[config.mk]
export PLATFORM = sky130hd
export DESIGN_NAME = core1588_sample_framer_flat
export DESIGN_NICKNAME = d
export VERILOG_FILES = /design/src/rtl/core1588_sample_framer_if.sv /design/src/rtl/core1588_sample_framer.sv /design/src/flat_wrapper.sv
export SDC_FILE = /design/constraint.sdc
export NUM_CORES = 1
export LEC_CHECK = 0
export BUFFER_PORTS_ARGS = -buffer_cell sky130_fd_sc_hd__buf_4
export CAP_MARGIN = 25
export CELL_PAD_IN_SITES_DETAIL_PLACEMENT = 0
export CELL_PAD_IN_SITES_GLOBAL_PLACEMENT = 1
export CORE_UTILIZATION = 40
export CTS_BUF_LIST = sky130_fd_sc_hd__clkbuf_8
export CTS_CLUSTER_DIAMETER = 80
export DETAILED_ROUTE_END_ITERATION = 12
export PLACE_DENSITY = 0.76
export SLEW_MARGIN = 20
export SYNTH_ARGS = -nofsm -noshare
export SYNTH_HDL_FRONTEND = slang
export SYNTH_SLANG_ARGS = --single-unit
[constraint.sdc]
create_clock -name aclk -period 12.4 [get_ports aclk]
set_input_delay 1.24 -clock aclk [delete_from_list [all_inputs] [get_ports aclk]]
set_output_delay 1.24 -clock aclk [all_outputs]
set_load 0.05 [all_outputs]
[src/rtl/core1588_sample_framer_if.sv]
// ---------------------------------------------------------------------------
// core1588_sample_framer_if
// Sample stream handshake between a channel producer and the framer.
//   s_axis_tdata  : [23:16] channel ID, [15:0] sample
//   s_axis_tvalid : producer has a sample
//   s_axis_tready : framer accepts the sample this cycle
// Modports: master (producer side), slave (framer side).
// ---------------------------------------------------------------------------
interface core1588_sample_framer_if;
    logic [31:0] s_axis_tdata;
    logic        s_axis_tvalid;
    logic        s_axis_tready;

    modport master (output s_axis_tdata, output s_axis_tvalid, input s_axis_tready);
    modport slave  (input s_axis_tdata, input s_axis_tvalid, output s_axis_tready);
endinterface

[src/rtl/core1588_sample_framer.sv]
// ---------------------------------------------------------------------------
// core1588_sample_framer
// Collects one sample per channel into a shadow set, timestamps the frame at
// channel 0, and on the last channel writes the frame (timestamp, samples,
// flags) into one half of a ping-pong BRAM, then pulses irq. A frame whose
// target half is still owned by software is dropped and counted.
// Optional feature: define FRAMER_CHKSUM_EN to append a mod-2^16 checksum
// halfword after the flags word.
// Ports:
//   aclk, aresetn          clock, asynchronous active-low reset
//   s_axis (slave)         sample stream
//   rtc_second/nanosecond  current RTC time
//   ext_trigger            asynchronous external trigger input
//   ctrl_trigger_*         trigger arm, source select and RTC compare time
//   irq_ack[1:0]           per-buffer release from software
//   bram_*                 halfword write port into the frame buffer
//   irq                    frame-ready pulse
//   status_buf             last completed buffer
//   status_drop_cnt        saturating dropped-frame count
// ---------------------------------------------------------------------------
module core1588_sample_framer #(
    parameter int NUM_CH  = 32,
    parameter int BRAM_AW = 12,
    parameter int IRQ_W   = 9
) (
    input  logic                     aclk,
    input  logic                     aresetn,
    core1588_sample_framer_if.slave  s_axis,
    input  logic [31:0]              rtc_second,
    input  logic [31:0]              rtc_nanosecond,
    input  logic                     ext_trigger,
    input  logic                     ctrl_trigger_enable,
    input  logic [1:0]               ctrl_trigger_source,
    input  logic [31:0]              ctrl_trigger_second,
    input  logic [31:0]              ctrl_trigger_nanosecond,
    input  logic [1:0]               irq_ack,
    output logic                     bram_clk,
    output logic                     bram_rst,
    output logic [BRAM_AW-1:0]       bram_addr,
    output logic                     bram_en,
    output logic [1:0]               bram_we,
    output logic [15:0]              bram_din,
    output logic                     irq,
    output logic                     status_buf,
    output logic [15:0]              status_drop_cnt
);
    localparam int K_W  = BRAM_AW - 1;
    localparam int CH_W = (NUM_CH > 1) ? $clog2(NUM_CH) : 1;
`ifdef FRAMER_CHKSUM_EN
    localparam int FRAME_LEN = NUM_CH + 6;
`else
    localparam int FRAME_LEN = NUM_CH + 5;
`endif
    localparam logic [K_W-1:0] K_LAST  = K_W'(FRAME_LEN - 1);
    localparam logic [K_W-1:0] K_FLAGS = K_W'(NUM_CH + 4);
    localparam logic [7:0]     ID_LAST = 8'(NUM_CH - 1);

    typedef enum logic [1:0] {W_IDLE, W_WRITE, W_DROP} wstate_t;
    typedef enum logic [1:0] {T_IDLE, T_ARMED, T_FIRED} tstate_t;

    wstate_t             wstate, wstate_nxt;
    tstate_t             tstate, tstate_nxt;
    logic [K_W-1:0]      k;
    logic                wr_buf;
    logic [1:0]          pending, pend_set;
    logic [NUM_CH-1:0]   valid_mask;
    logic [7:0]          seq;
    logic                drop_flag;
    logic [IRQ_W-1:0]    irq_cnt;
    logic                ready_en;
    logic                ext_sync_p0, ext_sync_p1, ext_sync_p2;
    logic [15:0]         shadow [NUM_CH];
    logic [31:0]         ts_sec, ts_ns;
    logic                triggered;
    logic [15:0]         hw_data, flags;
    logic [K_W-1:0]      sh_idx;
    logic [7:0]          id;
    logic                accept, id_ok, frame_done, last_hw, trig_evt, rtc_hit;
    logic                unused_bits;

    assign bram_clk = aclk;
    assign bram_rst = ~aresetn;

    assign id         = s_axis.s_axis_tdata[23:16];
    assign accept     = s_axis.s_axis_tvalid && s_axis.s_axis_tready;
    assign id_ok      = ({24'd0, id} < 32'(NUM_CH));
    assign frame_done = accept && (id == ID_LAST);
    assign last_hw    = (wstate == W_WRITE) && (k == K_LAST);
    // ready_en holds tready low until the first clock edge after reset release
    assign s_axis.s_axis_tready = ready_en && (wstate == W_IDLE);
    assign irq = (irq_cnt != '0);
    // Completion of buffer b marks it software-owned; set beats a same-cycle ack.
    assign pend_set = last_hw ? {wr_buf, ~wr_buf} : 2'b00;

    assign flags  = {seq, 5'b00000, drop_flag, ~&valid_mask, triggered};
    assign sh_idx = k - K_W'(4);
    assign unused_bits = ^{s_axis.s_axis_tdata[31:24], sh_idx[K_W-1:CH_W]};

    assign rtc_hit = (rtc_second == ctrl_trigger_second) &&
                     (rtc_nanosecond == ctrl_trigger_nanosecond);

    always_comb begin
        trig_evt = 1'b0;
        case (ctrl_trigger_source)
            2'b00:   trig_evt = ext_sync_p1 & ~ext_sync_p2;
            2'b01:   trig_evt = rtc_hit;
            default: trig_evt = 1'b0;
        endcase
    end

`ifdef FRAMER_CHKSUM_EN
    logic [15:0] csum;
    // Running sum of every halfword written so far in this frame.
    always_ff @(posedge aclk) begin
        if (wstate == W_WRITE)
            csum <= (k == '0) ? bram_din : csum + bram_din;
    end
`endif

    // Halfword selection by frame offset k
    always_comb begin
        hw_data = '0;
        if (k == K_W'(0))      hw_data = ts_sec[31:16];
        else if (k == K_W'(1)) hw_data = ts_sec[15:0];
        else if (k == K_W'(2)) hw_data = ts_ns[31:16];
        else if (k == K_W'(3)) hw_data = ts_ns[15:0];
        else if (k < K_FLAGS)  hw_data = shadow[sh_idx[CH_W-1:0]];
        else if (k == K_FLAGS) hw_data = flags;
`ifdef FRAMER_CHKSUM_EN
        else                   hw_data = csum;
`endif
    end

    // Writer FSM: next state and BRAM port
    always_comb begin
        wstate_nxt = wstate;
        bram_en    = 1'b0;
        bram_we    = 2'b00;
        bram_addr  = '0;
        bram_din   = '0;
        case (wstate)
            W_IDLE:  if (frame_done) wstate_nxt = pending[wr_buf] ? W_DROP : W_WRITE;
            W_WRITE: begin
                bram_en   = 1'b1;
                bram_we   = 2'b11;
                bram_addr = {wr_buf, k};
                bram_din  = hw_data;
                if (k == K_LAST) wstate_nxt = W_IDLE;
            end
            W_DROP:  wstate_nxt = W_IDLE;
            default: wstate_nxt = W_IDLE;
        endcase
    end

    // Trigger FSM: next state
    always_comb begin
        tstate_nxt = tstate;
        if (!ctrl_trigger_enable) begin
            tstate_nxt = T_IDLE;
        end else begin
            case (tstate)
                T_IDLE:  tstate_nxt = T_ARMED;
                T_ARMED: if (trig_evt) tstate_nxt = T_FIRED;
                T_FIRED: if (accept && id == 8'd0) tstate_nxt = T_IDLE;
                default: tstate_nxt = T_IDLE;
            endcase
        end
    end

    always_ff @(posedge aclk or negedge aresetn) begin
        if (!aresetn) begin
            wstate <= W_IDLE;
            tstate <= T_IDLE;
        end else begin
            wstate <= wstate_nxt;
            tstate <= tstate_nxt;
        end
    end

    // Control state
    always_ff @(posedge aclk or negedge aresetn) begin
        if (!aresetn) begin
            k               <= '0;
            wr_buf          <= 1'b0;
            pending         <= 2'b00;
            valid_mask      <= '0;
            seq             <= '0;
            drop_flag       <= 1'b0;
            status_drop_cnt <= '0;
            status_buf      <= 1'b0;
            irq_cnt         <= '0;
            ready_en        <= 1'b0;
            ext_sync_p0     <= 1'b0;
            ext_sync_p1     <= 1'b0;
            ext_sync_p2     <= 1'b0;
        end else begin
            ready_en    <= 1'b1;
            ext_sync_p0 <= ext_trigger;
            ext_sync_p1 <= ext_sync_p0;
            ext_sync_p2 <= ext_sync_p1;
            pending     <= (pending & ~irq_ack) | pend_set;
            if (accept && id_ok) valid_mask[id[CH_W-1:0]] <= 1'b1;
            if (irq_cnt != '0) irq_cnt <= irq_cnt - 1'b1;
            case (wstate)
                W_WRITE: begin
                    if (k == K_LAST) begin
                        k          <= '0;
                        status_buf <= wr_buf;
                        wr_buf     <= ~wr_buf;
                        valid_mask <= '0;
                        seq        <= seq + 8'd1;
                        drop_flag  <= 1'b0;
                        irq_cnt    <= '1;
                    end else begin
                        k <= k + 1'b1;
                    end
                end
                W_DROP: begin
                    if (status_drop_cnt != 16'hFFFF) status_drop_cnt <= status_drop_cnt + 16'd1;
                    drop_flag  <= 1'b1;
                    valid_mask <= '0;
                end
                default: ;
            endcase
        end
    end

    // Frame data: shadow samples, timestamp and trigger flag survive reset
    always_ff @(posedge aclk) begin
        if (accept && id_ok) shadow[id[CH_W-1:0]] <= s_axis.s_axis_tdata[15:0];
        if (accept && id == 8'd0) begin
            ts_sec    <= rtc_second;
            ts_ns     <= rtc_nanosecond;
            triggered <= (tstate == T_FIRED);
        end
    end
endmodule
[src/flat_wrapper.sv]
// flat-port wrapper written by rule: the top's interface ports become plain ports
module core1588_sample_framer_flat 
#(
    parameter int NUM_CH  = 32,
    parameter int BRAM_AW = 12,
    parameter int IRQ_W   = 9
)
  (aclk, aresetn, rtc_second, rtc_nanosecond, ext_trigger, ctrl_trigger_enable, ctrl_trigger_source, ctrl_trigger_second, ctrl_trigger_nanosecond, irq_ack, bram_clk, bram_rst, bram_addr, bram_en, bram_we, bram_din, irq, status_buf, status_drop_cnt, s_axis_s_axis_tdata, s_axis_s_axis_tvalid, s_axis_s_axis_tready);
  core1588_sample_framer_if s_axis_i ();
  input  logic aclk;
  input  logic aresetn;
  input  logic [31:0] rtc_second;
  input  logic [31:0] rtc_nanosecond;
  input  logic ext_trigger;
  input  logic ctrl_trigger_enable;
  input  logic [1:0] ctrl_trigger_source;
  input  logic [31:0] ctrl_trigger_second;
  input  logic [31:0] ctrl_trigger_nanosecond;
  input  logic [1:0] irq_ack;
  output logic bram_clk;
  output logic bram_rst;
  output logic [BRAM_AW-1:0] bram_addr;
  output logic bram_en;
  output logic [1:0] bram_we;
  output logic [15:0] bram_din;
  output logic irq;
  output logic status_buf;
  output logic [15:0] status_drop_cnt;
  input wire logic [$bits(s_axis_i.s_axis_tdata)-1:0] s_axis_s_axis_tdata;
  input wire logic [$bits(s_axis_i.s_axis_tvalid)-1:0] s_axis_s_axis_tvalid;
  output wire logic [$bits(s_axis_i.s_axis_tready)-1:0] s_axis_s_axis_tready;
  assign s_axis_i.s_axis_tdata = s_axis_s_axis_tdata;
  assign s_axis_i.s_axis_tvalid = s_axis_s_axis_tvalid;
  assign s_axis_s_axis_tready = s_axis_i.s_axis_tready;
  core1588_sample_framer #(.NUM_CH(NUM_CH), .BRAM_AW(BRAM_AW), .IRQ_W(IRQ_W)) u_core (.aclk(aclk), .aresetn(aresetn), .s_axis(s_axis_i), .rtc_second(rtc_second), .rtc_nanosecond(rtc_nanosecond), .ext_trigger(ext_trigger), .ctrl_trigger_enable(ctrl_trigger_enable), .ctrl_trigger_source(ctrl_trigger_source), .ctrl_trigger_second(ctrl_trigger_second), .ctrl_trigger_nanosecond(ctrl_trigger_nanosecond), .irq_ack(irq_ack), .bram_clk(bram_clk), .bram_rst(bram_rst), .bram_addr(bram_addr), .bram_en(bram_en), .bram_we(bram_we), .bram_din(bram_din), .irq(irq), .status_buf(status_buf), .status_drop_cnt(status_drop_cnt));
endmodule
==> metrics.md, run 1 <==
| Metric | Value |
|---|---|
| Arr. time, crit path | `6600 ps` |
| RSZ-0062 raised after global routing | `no` |
| Initial antenna violation count | `1` |
| Hold Vio Cnt, Final | `0` |
| Top Ports | `221` |
| Die X | `262 um` |
| Critical Path Fanout Max | `3` |
| DR WL/cell | `roughly 25 um` |
| Synthesized cell area | `about 27000 um2` |
| Unique cell type count in the Yosys netlist | `between 60 and 70` |
| Core Area | `approximately 67000 um2` |
| Area Overhead vs Synth | `18.0%` |
| Finished Cell Area | `32000 um2` |
| Setup TNS | `0 ps` |
| Synth area leader | `edfxtp_1` |
| Avg Inst Size Synth | `around 18 um2` |
| PostCTS Resize Cnt | `0` |
| Top cells by area, synth | `edfxtp_1, mux4_2, dfrtp_1` |
| Outcome | `complete, no violations` |
| Share of cells above drive strength 1 | `between 20% and 30%` |
| Sequential-to-total area share from yosys stat | `between 70% and 80%` |
| WP data required | `11160 ps` |
| LEAKAGE | `about 0.011 uW` |
| Mapped Cells | `~1500` |
| PwrDens | `approximately 170 nW/um2` |
| Placed Area | `29900 um2` |
| Slew Limit Fails | `0` |
| Post-CTS Setup Inserts | `0` |
| Worst hold slack | `between 200 and 300 ps` |
| Worst slew margin | `roughly 34%` |
| Main synth FF type | `edfxtp_1` |
| Setup CP Type | `clock port to primary output` |
| Final Power | `5450 uW` |
| Max Cap Violations | `0` |
| Max VDD drop | `between 0.00015 and 0.0002 V` |
| First-pass GRT wire length | `~100 mm` |
| GPL Wtd Cong | `0.912` |
| Fill count | `around 5600` |
| Post-CTS Hold Buffers | `0` |
| Routed Antenna Nets | `0` |
| Ys async rst share | `13.4%` |
| Port Buffer Count | `212` |
| HPWL Detailed | `between 40 and 50 mm` |
| Vias per cell | `~5.5` |
| Total die area | `about 69000 um2` |
| Vias in the first global route | `~16000` |
| Synth cell count leaders | `edfxtp_1, nand2_1, mux4_2` |
| Final Setup Violations | `0` |
| Worst Skew | `31.1 ps` |
| Slew @ Worst Pin | `989 ps` |
| Die Y | `roughly 260 um` |
| Standard-cell rows | `between 90 and 100` |
| Top cell type's share of synthesized area | `between 60 and 70%` |
| DRC viols | `0` |
| Congestion Overflow GR | `0` |
| Hold WC Path Type | `input port to asynchronous set/reset pin` |
| CTS tree | `done` |
| Crit path launch type | `clock port` |
| Syn nets | `1701` |
| Pre-antenna DRT Iters | `5` |
| Most numerous cell in the Yosys netlist | `edfxtp_1` |
| Synth warnings | `0` |
| Synth Register Bits | `between 600 and 700` |
| Starting Density | `40.4%` |
| Worst-path clk slew | `60 ps` |
| Worst setup EP type | `primary output` |
| Total wire length | `70.0 mm` |
| Nets | `2000` |
| Vias after detailed routing | `between 15000 and 20000` |
| DR iter-0 viols | `between 1000 and 1500` |
| Clk_lat worst skew | `about 820 ps` |
| Largest net degree at the start of global routing | `between 100 and 150` |
| Number of synthesized flops with an enable pin | `about 580` |
| All-layer global routing usage | `~20%` |
-- worst paths after layout --
| check | start | endpoint | slack [ps] | cells after the start |
|---|---|---|---|---|
| max in group asynchronous | aresetn | u_core.k[1] | 11040 | 3 |
| min | aresetn | u_core.status_drop_cnt[3] | 290 | 1 |
| min in group aclk | u_core.ext_sync_p0 | u_core.ext_sync_p1 | 360 | 0 |
| min reg2reg | u_core.ext_sync_p0 | u_core.ext_sync_p1 | 360 | 0 |
| max | aclk | bram_clk | 4560 | 3 |
| max reg2reg | u_core.wstate[0] | u_core.tstate[1] | 8600 | 9 |
-- metrics by stage --
step | utilization [%] | cells | setup WS, ps
3_5_place_dp | 44.5 | 2575 | 4790
2_1_floorplan | - | 1518 | 4790
4_1_cts | 47.6 | 2775 | 4550
5_1_grt | 47.6 | 2780 | 4550
3_3_place_gp | 44.5 | 2573 | 4790
6_report | 47.6 | 2780 | 4560
-- placed cells by master (no fill, tap or decap), types with 7 or more instances in the layout --
cell type / instances
a21o_1: 9
a21oi_1: 20
a221oi_1: 9
a22oi_1: 22
a31oi_1: 8
and2_1: 18
and3_1: 14
buf_4: 257
clkbuf_8: 117
clkinv_1: 24
clkinv_2: 10
dfrtp_1: 87
edfxtp_1: 577
ha_1: 14
inv_1: 55
mux2i_1: 7
mux4_1: 12
mux4_2: 119
nand2_1: 120
nand3_1: 42
nand4_1: 28
nor2_1: 23
nor2_2: 10
nor3_1: 13
nor3_2: 13
nor4_1: 18
o21a_1: 34
o21ai_0: 9
o221ai_1: 13
o31ai_1: 8
xnor2_1: 31
xor2_1: 66
-- routing by layer --
layer | GRT usage, % | share of wire (%) | vias to the layer above | routed length, um
met2 | 33.4 | 50 | 629 | 34700
met1 | 26.8 | 41 | 7933 | 28300
met3 | 4.50 | 7.0 | 111 | 4870
met5 | 0 | 0 | - | 0
met4 | 7.82 | 3.0 | 0 | 2080
li1 | - | - | 6678 | -
-- registers in the layout, indices dropped and copies added (netlist names), 8 cells and up --
name                    count
u_core.irq_cnt              9
u_core.k                   11
u_core.seq                  8
u_core.shadow             512
u_core.status_drop_cnt     16
u_core.ts_ns               32
u_core.ts_sec              32
u_core.valid_mask          32
-- cell type report --
cell class,count,area (um2),area share [%]
well taps,873,1090,3.41
diodes,1,2.50,0.00782
multi-input cells,763,7250,22.6
inverters,15,56.3,0.176
flip-flops and latches,666,19600,61.1
repair buffers,261,2000,6.25
clock inverters,83,425,1.33
clock buffers,118,1620,5.06
-- cells by family after synthesis --
group / synth area share (%)
adders and majority gates: 0.646
other: 0.0138
muxes: 11.4
xor gates and xnor gates: 3.20
and+or+nand+nor: 6.36
DFF: 72.1
buffers and inverters: 1.76
AOI/OAI and AO/OA: 4.47
-- worst max-delay path: stages --
cell and delay (ps):
clkbuf_8 110, clkbuf_8 120, buf_4 180
-- power breakdown --
group	switching, uW	leakage (uW)	internal, uW	total [uW]
clock network	880	0.00119	917	1800
logic	644	0.00373	517	1160
registers	45.0	0.00641	2450	2500
total	1570	0.0113	3890	5450
Note: power is estimated with default switching activity, not from simulation.
==> run 2: changes to the inputs <==
--- a/config.mk
+++ b/config.mk
@@ -5,6 +5,7 @@
 export SDC_FILE = /design/constraint.sdc
 export NUM_CORES = 1
 export LEC_CHECK = 0
+export ABC_AREA = 1
 export BUFFER_PORTS_ARGS = -buffer_cell sky130_fd_sc_hd__buf_4
 export CAP_MARGIN = 25
 export CELL_PAD_IN_SITES_DETAIL_PLACEMENT = 0
@@ -13,7 +14,7 @@
 export CTS_BUF_LIST = sky130_fd_sc_hd__clkbuf_8
 export CTS_CLUSTER_DIAMETER = 80
 export DETAILED_ROUTE_END_ITERATION = 12
-export PLACE_DENSITY = 0.76
+export PLACE_DENSITY = 0.83
 export SLEW_MARGIN = 20
 export SYNTH_ARGS = -nofsm -noshare
 export SYNTH_HDL_FRONTEND = slang
==> constraint.sdc (replaced) <==
create_clock -name aclk -period 7 [get_ports aclk]
set_input_delay 0.7 -clock aclk [delete_from_list [all_inputs] [get_ports aclk]]
set_output_delay 0.7 -clock aclk [all_outputs]
set_load 0.05 [all_outputs]
==> run 2 against run 1 <==
Against the previous run:
- wire length up 4.7%
- clock skew up 5.5 ps
- non-clock buffer count up 2
- clock-buffer cell count up 4
- critical path type is now register to primary output
- combinational power rose to 4.0 times the previous value
- worst setup slack worse by 2900 ps
- register-to-register slack worse by 5300 ps
==> metrics.md, run 2 <==
| Metric | Value |
|---|---|
| Congestion Overflow GR | `0 (unchanged)` |
| Pre-antenna DRT Iters | `6 (+1)` |
| Synth cell count leaders | `nand2_1, edfxtp_1, nand3_1` |
| Max VDD drop | `0.000279 V (+82%)` |
| Mapped Cells | `2533 (+67%)` |
| CP max stage delay | `760 ps (+580 ps)` |
| Routed Antenna Nets | `0 (unchanged)` |
| Port Buffer Count | `212 (unchanged)` |
| Standard-cell rows | `97 (+2.1%)` |
| PwrDens | `374 nW/um2 (+120%)` |
| Synthesized cell area | `28600 um2 (+5.4%)` |
| Top cells by area, synth | `edfxtp_1, nand3_1, nand2_1` |
| GPL Wtd Cong | `0.877 (-3.9%)` |
| Worst slew margin | `27.9% (-6.2 points)` |
| Setup CP Type | `register to primary output` |
| Most numerous cell in the Yosys netlist | `nand2_1` |
| Clk_lat worst skew | `830 ps (about the same)` |
| Fmax | `189 MHz` |
| Crit path launch type | `register` |
| Sequential-to-total area share from yosys stat | `68.4% (-3.7 points)` |
| Hold WC Path Type | `input port to register` |
| Top Ports | `221 (unchanged)` |
| Met1 Routed Length | `30.6 mm (+8.1%)` |
| Share of cells above drive strength 1 | `16.5% (-13 points)` |
| CP cell instances | `inv_2, buf_4, ha_1, xnor2_1, buf_4, inv_1, nand3_1, nand3_1, nand2_1, nand2_1, nand2_1, a21oi_2, buf_4` |
| LEAKAGE | `0.0129 uW (+14%)` |
| Top sig layer | `met4` |
| Avg Inst Size Synth | `11.3 um2 (-37%)` |
| Setup TNS | `0 ps (unchanged)` |
| Starting Density | `40.6% (+0.24 points)` |
| Most frequent cells in the layout | `nand2_1, edfxtp_1, nand3_1` |
| Slew @ Worst Pin | `1080 ps (+92.4 ps)` |
| CP max stage cell | `buf_4` |
| Capturing point of the worst reg2reg path | `u_core.valid_mask[23]` |
| Nets | `2959 (+48%)` |
| Synth warnings | `0 (unchanged)` |
| Total die area | `72500 um2 (+5.4%)` |
| Outcome | `complete, no violations` |
| Worst setup EP type | `primary output` |
| Worst Skew | `36.6 ps (+5.52 ps)` |
| Number of synthesized flops with an enable pin | `577 (unchanged)` |
| Slew Limit Fails | `0 (unchanged)` |
| DR WL/cell | `19.3 um (-23%)` |
| Worst R2R Start | `u_core.k[1]` |
| Minimum clock period | `between 5000 and 6000 ps` |
| Worst R2R Path Depth | `9 (unchanged)` |
| Area Overhead vs Synth | `15.7%` |
| Ys async rst share | `13.4% (unchanged)` |
| DR iter-0 viols | `1800 (+20%)` |
| Synth Register Bits | `666 (unchanged)` |
| Unique cell type count in the Yosys netlist | `47 (-29%)` |
| PostCTS Resize Cnt | `0 (unchanged)` |
| Final Setup Violations | `0 (unchanged)` |
| Max FFs per register | `512 (unchanged)` |
| Die Y | `269 um (+2.7%)` |
| Hold Path Depth | `1` |
| Arr. time, crit path | `4590 ps (-2010 ps)` |
| Setup slack, reg-to-reg | `3320 ps (-5280 ps)` |
| Core Area | `70400 um2 (+4.8%)` |
| Worst-path clk slew | `60 ps (about the same)` |
| RSZ-0062 raised after global routing | `no` |
| Syn nets | `2716 (+60%)` |
| Vias per cell | `5.25 (-5.0%)` |
| Met2 Routed Length | `35.7 mm (+3.0%)` |
| Final Power | `12400 uW (+130%)` |
| Hold Path End | `u_core.ts_sec[11]` |
| Initial antenna violation count | `1 (unchanged)` |
| Max Cap Violations | `0 (unchanged)` |
| WP data required | `6300 ps (-4860 ps)` |
| Synth area leader | `edfxtp_1` |
| Min-delay src | `rtc_second[11]` |
| Critical Path Fanout Max | `68 (+65)` |
| First-pass GRT wire length | `112 mm (+8.8%)` |
| All-layer global routing usage | `20.0% (-0.49 points)` |
| Inst Count DP | `3603 (+40%)` |
| Fin cells | `3800 (+37%)` |
| Vias after detailed routing | `19900 (+30%)` |
| Largest net degree at the start of global routing | `103 (-4.6%)` |
| Main synth FF type | `edfxtp_1` |
| Finished Cell Area | `33100 um2 (+3.3%)` |
| Top cell type's share of synthesized area | `60.6% (-3.3 points)` |
| CTS tree | `done` |
| Placed Area | `31000 um2 (+3.8%)` |
| Total wire length | `73.2 mm (+4.7%)` |
| Crit share post-route | `75.6%` |
| DRC viols | `0 (unchanged)` |
| Hold Vio Cnt, Final | `0 (unchanged)` |
| Commonest non-fill, non-tap cell in the layout | `nand2_1` |
| Routed met3 length | `4.96 mm (+1.7%)` |
| Die X | `269 um (+2.7%)` |
| Vias in the first global route | `19500 (+25%)` |
| HPWL Detailed | `45.3 mm (+3.0%)` |
run 2: changes by cell type after synthesis, sizes merged, moves of 35 or more:
cell and change:
mux4 -131, buf +66, nor2 +83, xor2 -44, nand2 +554, nand3 +471
a21oi +59, o21ai +35, inv +116
run 2: what timing repair did:
item | CTS | global route
buffers inserted | 0 | 0
hold buffers | 2 | 0
endpoints found under the hold margin | 44 | 0
run 2: through the flow:
step / setup slack (ps) / util, % / hold slack [ps]
after floorplan: 2220 / - / 331
after global placement: 2620 / 44.1 / 345
after detailed placement: 2600 / 44.1 / 356
after CTS: 1690 / 47.0 / 18.5
after global routing: 1500 / 47.0 / 20.8
final: 1710 / 47.0 / 57.5
run 2: how the worst max path moves through the flow:
stage	startpoint	to	cells past startpoint	slack (ps)
4_1_cts	u_core.k[2]	bram_din[11]	13	1690
3_3_place_gp	u_core.k[2]	bram_din[11]	13	2620
6_report	u_core.k[2]	bram_din[11]	13	1710
2_1_floorplan	u_core.wstate[0]	u_core.triggered	8	2220
3_5_place_dp	u_core.k[2]	bram_din[11]	13	2600
5_1_grt	u_core.k[2]	bram_din[12]	13	1500
run 2: power breakdown:
part | leakage [uW] | switching, uW | internal, uW
clock network | 0.00119 | 1540 | 1630
registers | 0.00639 | 153 | 4380
logic | 0.00532 | 3360 | 1310
total | 0.0129 | 5050 | 7320
run 2: cell type report:
class | count | area [um2]
Antenna cell | 2 | 5.00
Clock buffer | 122 | 1670
Clock inverter | 72 | 350
Fill cell | 6321 | 37300
Inverter | 133 | 507
Multi-Input combinational cell | 1602 | 7820
Sequential cell | 666 | 19600
Tap cell | 940 | 1180
Timing Repair Buffer | 263 | 1980
run 2: critical path: cells and delay by family (launching register included):
kind	cells	cell delay, ps
xor+xnor	1	80
flops	1	400
simple gates	5	820
fa+ha+maj	1	310
buf+inv	5	1980
compound gates	1	170
run 2: layer usage:
| metal | vias up | global-route usage, % |
|---|---|---|
| li1 | 9269 | - |
| met5 | - | 0 |
| met3 | 132 | 3.86 |
| met2 | 739 | 33.0 |
| met4 | 0 | 7.06 |
| met1 | 9792 | 26.2 |
run 2: cell families after synthesis:
| family | share of synthesized area [%] |
|---|---|
| adder cells (fa/ha/maj) | 0.613 |
| AND/OR/NAND/NOR | 21.3 |
| buffers and inverters | 4.36 |
| other | 0.0131 |
| AO/OA/AOI/OAI | 2.72 |
| XOR/XNOR | 2.60 |
| flip-flops | 68.4 |
==> run 3: changes to the inputs <==
--- a/config.mk
+++ b/config.mk
@@ -5,7 +5,7 @@
 export SDC_FILE = /design/constraint.sdc
 export NUM_CORES = 1
 export LEC_CHECK = 0
-export ABC_AREA = 1
+export ABC_AREA = 0
 export BUFFER_PORTS_ARGS = -buffer_cell sky130_fd_sc_hd__buf_4
 export CAP_MARGIN = 25
 export CELL_PAD_IN_SITES_DETAIL_PLACEMENT = 0
@@ -14,7 +14,7 @@
 export CTS_BUF_LIST = sky130_fd_sc_hd__clkbuf_8
 export CTS_CLUSTER_DIAMETER = 80
 export DETAILED_ROUTE_END_ITERATION = 12
-export PLACE_DENSITY = 0.83
+export PLACE_DENSITY = 0.76
 export SLEW_MARGIN = 20
 export SYNTH_ARGS = -nofsm -noshare
 export SYNTH_HDL_FRONTEND = slang
==> constraint.sdc (replaced) <==
create_clock -name aclk -period 5.15 [get_ports aclk]
set_input_delay 0.515 -clock aclk [delete_from_list [all_inputs] [get_ports aclk]]
set_output_delay 0.515 -clock aclk [all_outputs]
set_load 0.05 [all_outputs]
==> run 3 against run 2 <==
Against the previous run:
- register-to-register slack lost 1800 ps
- die area shrank 5.1%
- worst hold slack gained 55 ps
- design area shrank 1.1%
- clock power grew 36%
- sequential cell count is the same
- via count shrank 21%
- critical endpoint is now bram_din[5]
- power grew 6.2%
- first-iteration DRC count shrank 31%
- critical path depth shrank 6
- global-route usage grew 0.66 points
- clock skew shrank 12 ps
==> metrics.md, run 3 (same netlist as run 1, synthesis figures left out) <==
| Metric | Value |
|---|---|
| Outcome | `complete, no violations` |
| Slew Limit Fails | `0 (unchanged)` |
| Vias after detailed routing | `15700 (-21%)` |
| Congestion Overflow GR | `0 (unchanged)` |
| PwrDens | `402 nW/um2 (+7.4%)` |
| All-layer global routing usage | `20.6% (+0.66 points)` |
| Slew @ Worst Pin | `1010 ps (-74.5 ps)` |
| Worst setup EP type | `primary output` |
| CP max stage delay | `890 ps (+130 ps)` |
| Final setup margin | `357 ps (-1350 ps)` |
| Fill count | `5520 (-13%)` |
| HPWL Detailed | `44.1 mm (-2.6%)` |
| Commonest non-fill, non-tap cell in the layout | `edfxtp_1` |
| Crit share post-route | `between 90 and 100%` |
| Minimum clock period | `~4800 ps` |
| Fin util | `48.7% (+1.7 points)` |
| Fmax | `roughly 210 MHz` |
| Area of the multi-input gates | `7240 um2 (-7.3%)` |
| Worst-path clk slew | `60 ps (about the same)` |
| Total wire length | `70.6 mm (-3.6%)` |
| Hold Path Depth | `1 (unchanged)` |
| Die Y | `262 um (-2.6%)` |
| RSZ-0062 raised after global routing | `no` |
| Routed Antenna Nets | `0 (unchanged)` |
| Nets | `2072 (-30%)` |
| Grt met1 use | `25.9% (-0.36 points)` |
| Hold Path End | `u_core.shadow[18][13]` |
| Max VDD drop | `0.000284 V (+1.8%)` |
| Min-delay src | `s_axis_s_axis_tdata[13]` |
| CP max stage cell | `dfrtp_4` |
| Setup CP Type | `register to primary output` |
| Max Cap Violations | `0 (unchanged)` |
| Inst Count DP | `2580 (-28%)` |
| Pre-CTS setup slack | `911 ps (-1690 ps)` |
| Most frequent cells in the layout | `edfxtp_1, buf_4, nand2_1` |
| FF/Latch Area | `19600 um2 (about the same)` |
| Vias in the first global route | `16400 (-16%)` |
| Area Overhead vs Synth | `20.6%` |
| WP data required | `4640 ps (-1660 ps)` |
| Placed Area | `30000 um2 (-3.5%)` |
| Worst Skew | `24.8 ps (-11.9 ps)` |
| Post-CTS Setup Inserts | `0 (unchanged)` |
| Capturing point of the worst reg2reg path | `u_core.tstate[1]` |
| Die X | `262 um (-2.6%)` |
| CP cell instances | `buf_6, mux4_2, a22oi_1, a21oi_1, a2111oi_0, o21ai_1, buf_4` |
| Final Setup Violations | `0 (unchanged)` |
| Critical Path Fanout Max | `37 (-46%)` |
| Core Area | `67200 um2 (-4.6%)` |
| Worst slew margin | `32.9% (+5.0 points)` |
| Worst R2R Start | `u_core.wstate[1]` |
| First-pass GRT wire length | `104 mm (-7.0%)` |
| Fin cells | `2851 (-25%)` |
| Top Ports | `221 (unchanged)` |
| M3 GR Usage | `4.81% (+0.95 points)` |
| DRC viols | `0 (unchanged)` |
| Finished Cell Area | `32700 um2 (-1.1%)` |
| CP Depth | `7 (-6)` |
| Setup slack, reg-to-reg | `1470 ps (-1850 ps)` |
| Pre-antenna DRT Iters | `7 (+1)` |
| Max FFs per register | `512 (unchanged)` |
| Port Buffer Count | `212 (unchanged)` |
| Arr. time, crit path | `4280 ps (-310 ps)` |
| Starting Density | `40.4% (-0.24 points)` |
| GPL Wtd Cong | `0.886 (+1.1%)` |
| Initial antenna violation count | `4 (+3)` |
| Largest net degree at the start of global routing | `85 (-17%)` |
| DR iter-0 viols | `1245 (-31%)` |
| Met2 GRT Util | `34.7% (+1.8 points)` |
| Top delay family on crit path | `compound AO/OA/AOI/OAI gates` |
| Hold Vio Cnt, Final | `0 (unchanged)` |
| CTS tree | `done` |
| Share of cells above drive strength 1 | `29.1% (+13 points)` |
| Setup TNS | `0 ps (unchanged)` |
| Crit path launch type | `register` |
| Crit path buffers/inverters | `2 (-3)` |
| Clk_lat worst skew | `800 ps (-30 ps)` |
| Hold WC Path Type | `input port to register` |
| DR WL/cell | `24.8 um (+28%)` |
| Top Usage Layer GRT | `met2` |
| Standard-cell rows | `95 (-2.1%)` |
| LEAKAGE | `0.0116 uW (-10%)` |
| Worst R2R Path Depth | `9 (unchanged)` |
| Total die area | `68800 um2 (-5.1%)` |
| Vias per cell | `5.50 (+4.9%)` |
-- run 3: cell type report --
cell class,count,share of cell area [%]
sequential,666,59.8
multi-input combinational,763,22.2
timing repair buffer,333,8.30
clock buffer,113,4.74
tap,873,3.34
clock inverter,85,1.44
inverter,15,0.172
antenna,3,0.0230
-- run 3: through the flow --
step	total power, uW	hold slack [ps]
after floorplan	8120	219
after detailed placement	8970	343
final	13100	112
after global placement	8940	340
after CTS	13300	60.1
after global routing	13700	84.0
-- run 3: how the worst max path moves through the flow --
stage	start	end	slack [ps]
after floorplan	u_core.wstate[0]	u_core.tstate[1]	860
after global placement	u_core.k[0]	bram_din[5]	940
after detailed placement	u_core.k[0]	bram_din[5]	910
after CTS	u_core.k[0]	bram_din[5]	20
after global routing	u_core.k[0]	bram_din[11]	100
final	u_core.k[0]	bram_din[5]	360
-- run 3: worst register-to-register path, stage by stage (launching register included) --
cell and delay (ps):
dfrtp_1 370, inv_1 130, ha_1 210, and2_0 320, nand2_1 560, or4_1 730, nor2_4 620, buf_12 340
a2bb2oi_1 200, a21boi_0 100
-- run 3: timing repair --
item,in CTS,in global routing
setup endpoints to repair,0,4
resized for setup,0,1
hold buffers,71,0
hold endpoints to repair,91,0
-- run 3: layer usage --
layer / wire (um) / part of all wire [%]
met5: 13 / 0.018
met4: 2290 / 3.2
met3: 4940 / 7.0
met2: 34900 / 49
met1: 28500 / 40
-- run 3: power breakdown --
group / total (uW) / leakage [uW] / internal (uW) / switching, uW
combinational: 2790 / 0.00400 / 1280 / 1500
sequential: 6060 / 0.00641 / 5900 / 156
clock: 4300 / 0.00115 / 2190 / 2110
total: 13100 / 0.0116 / 9370 / 3770
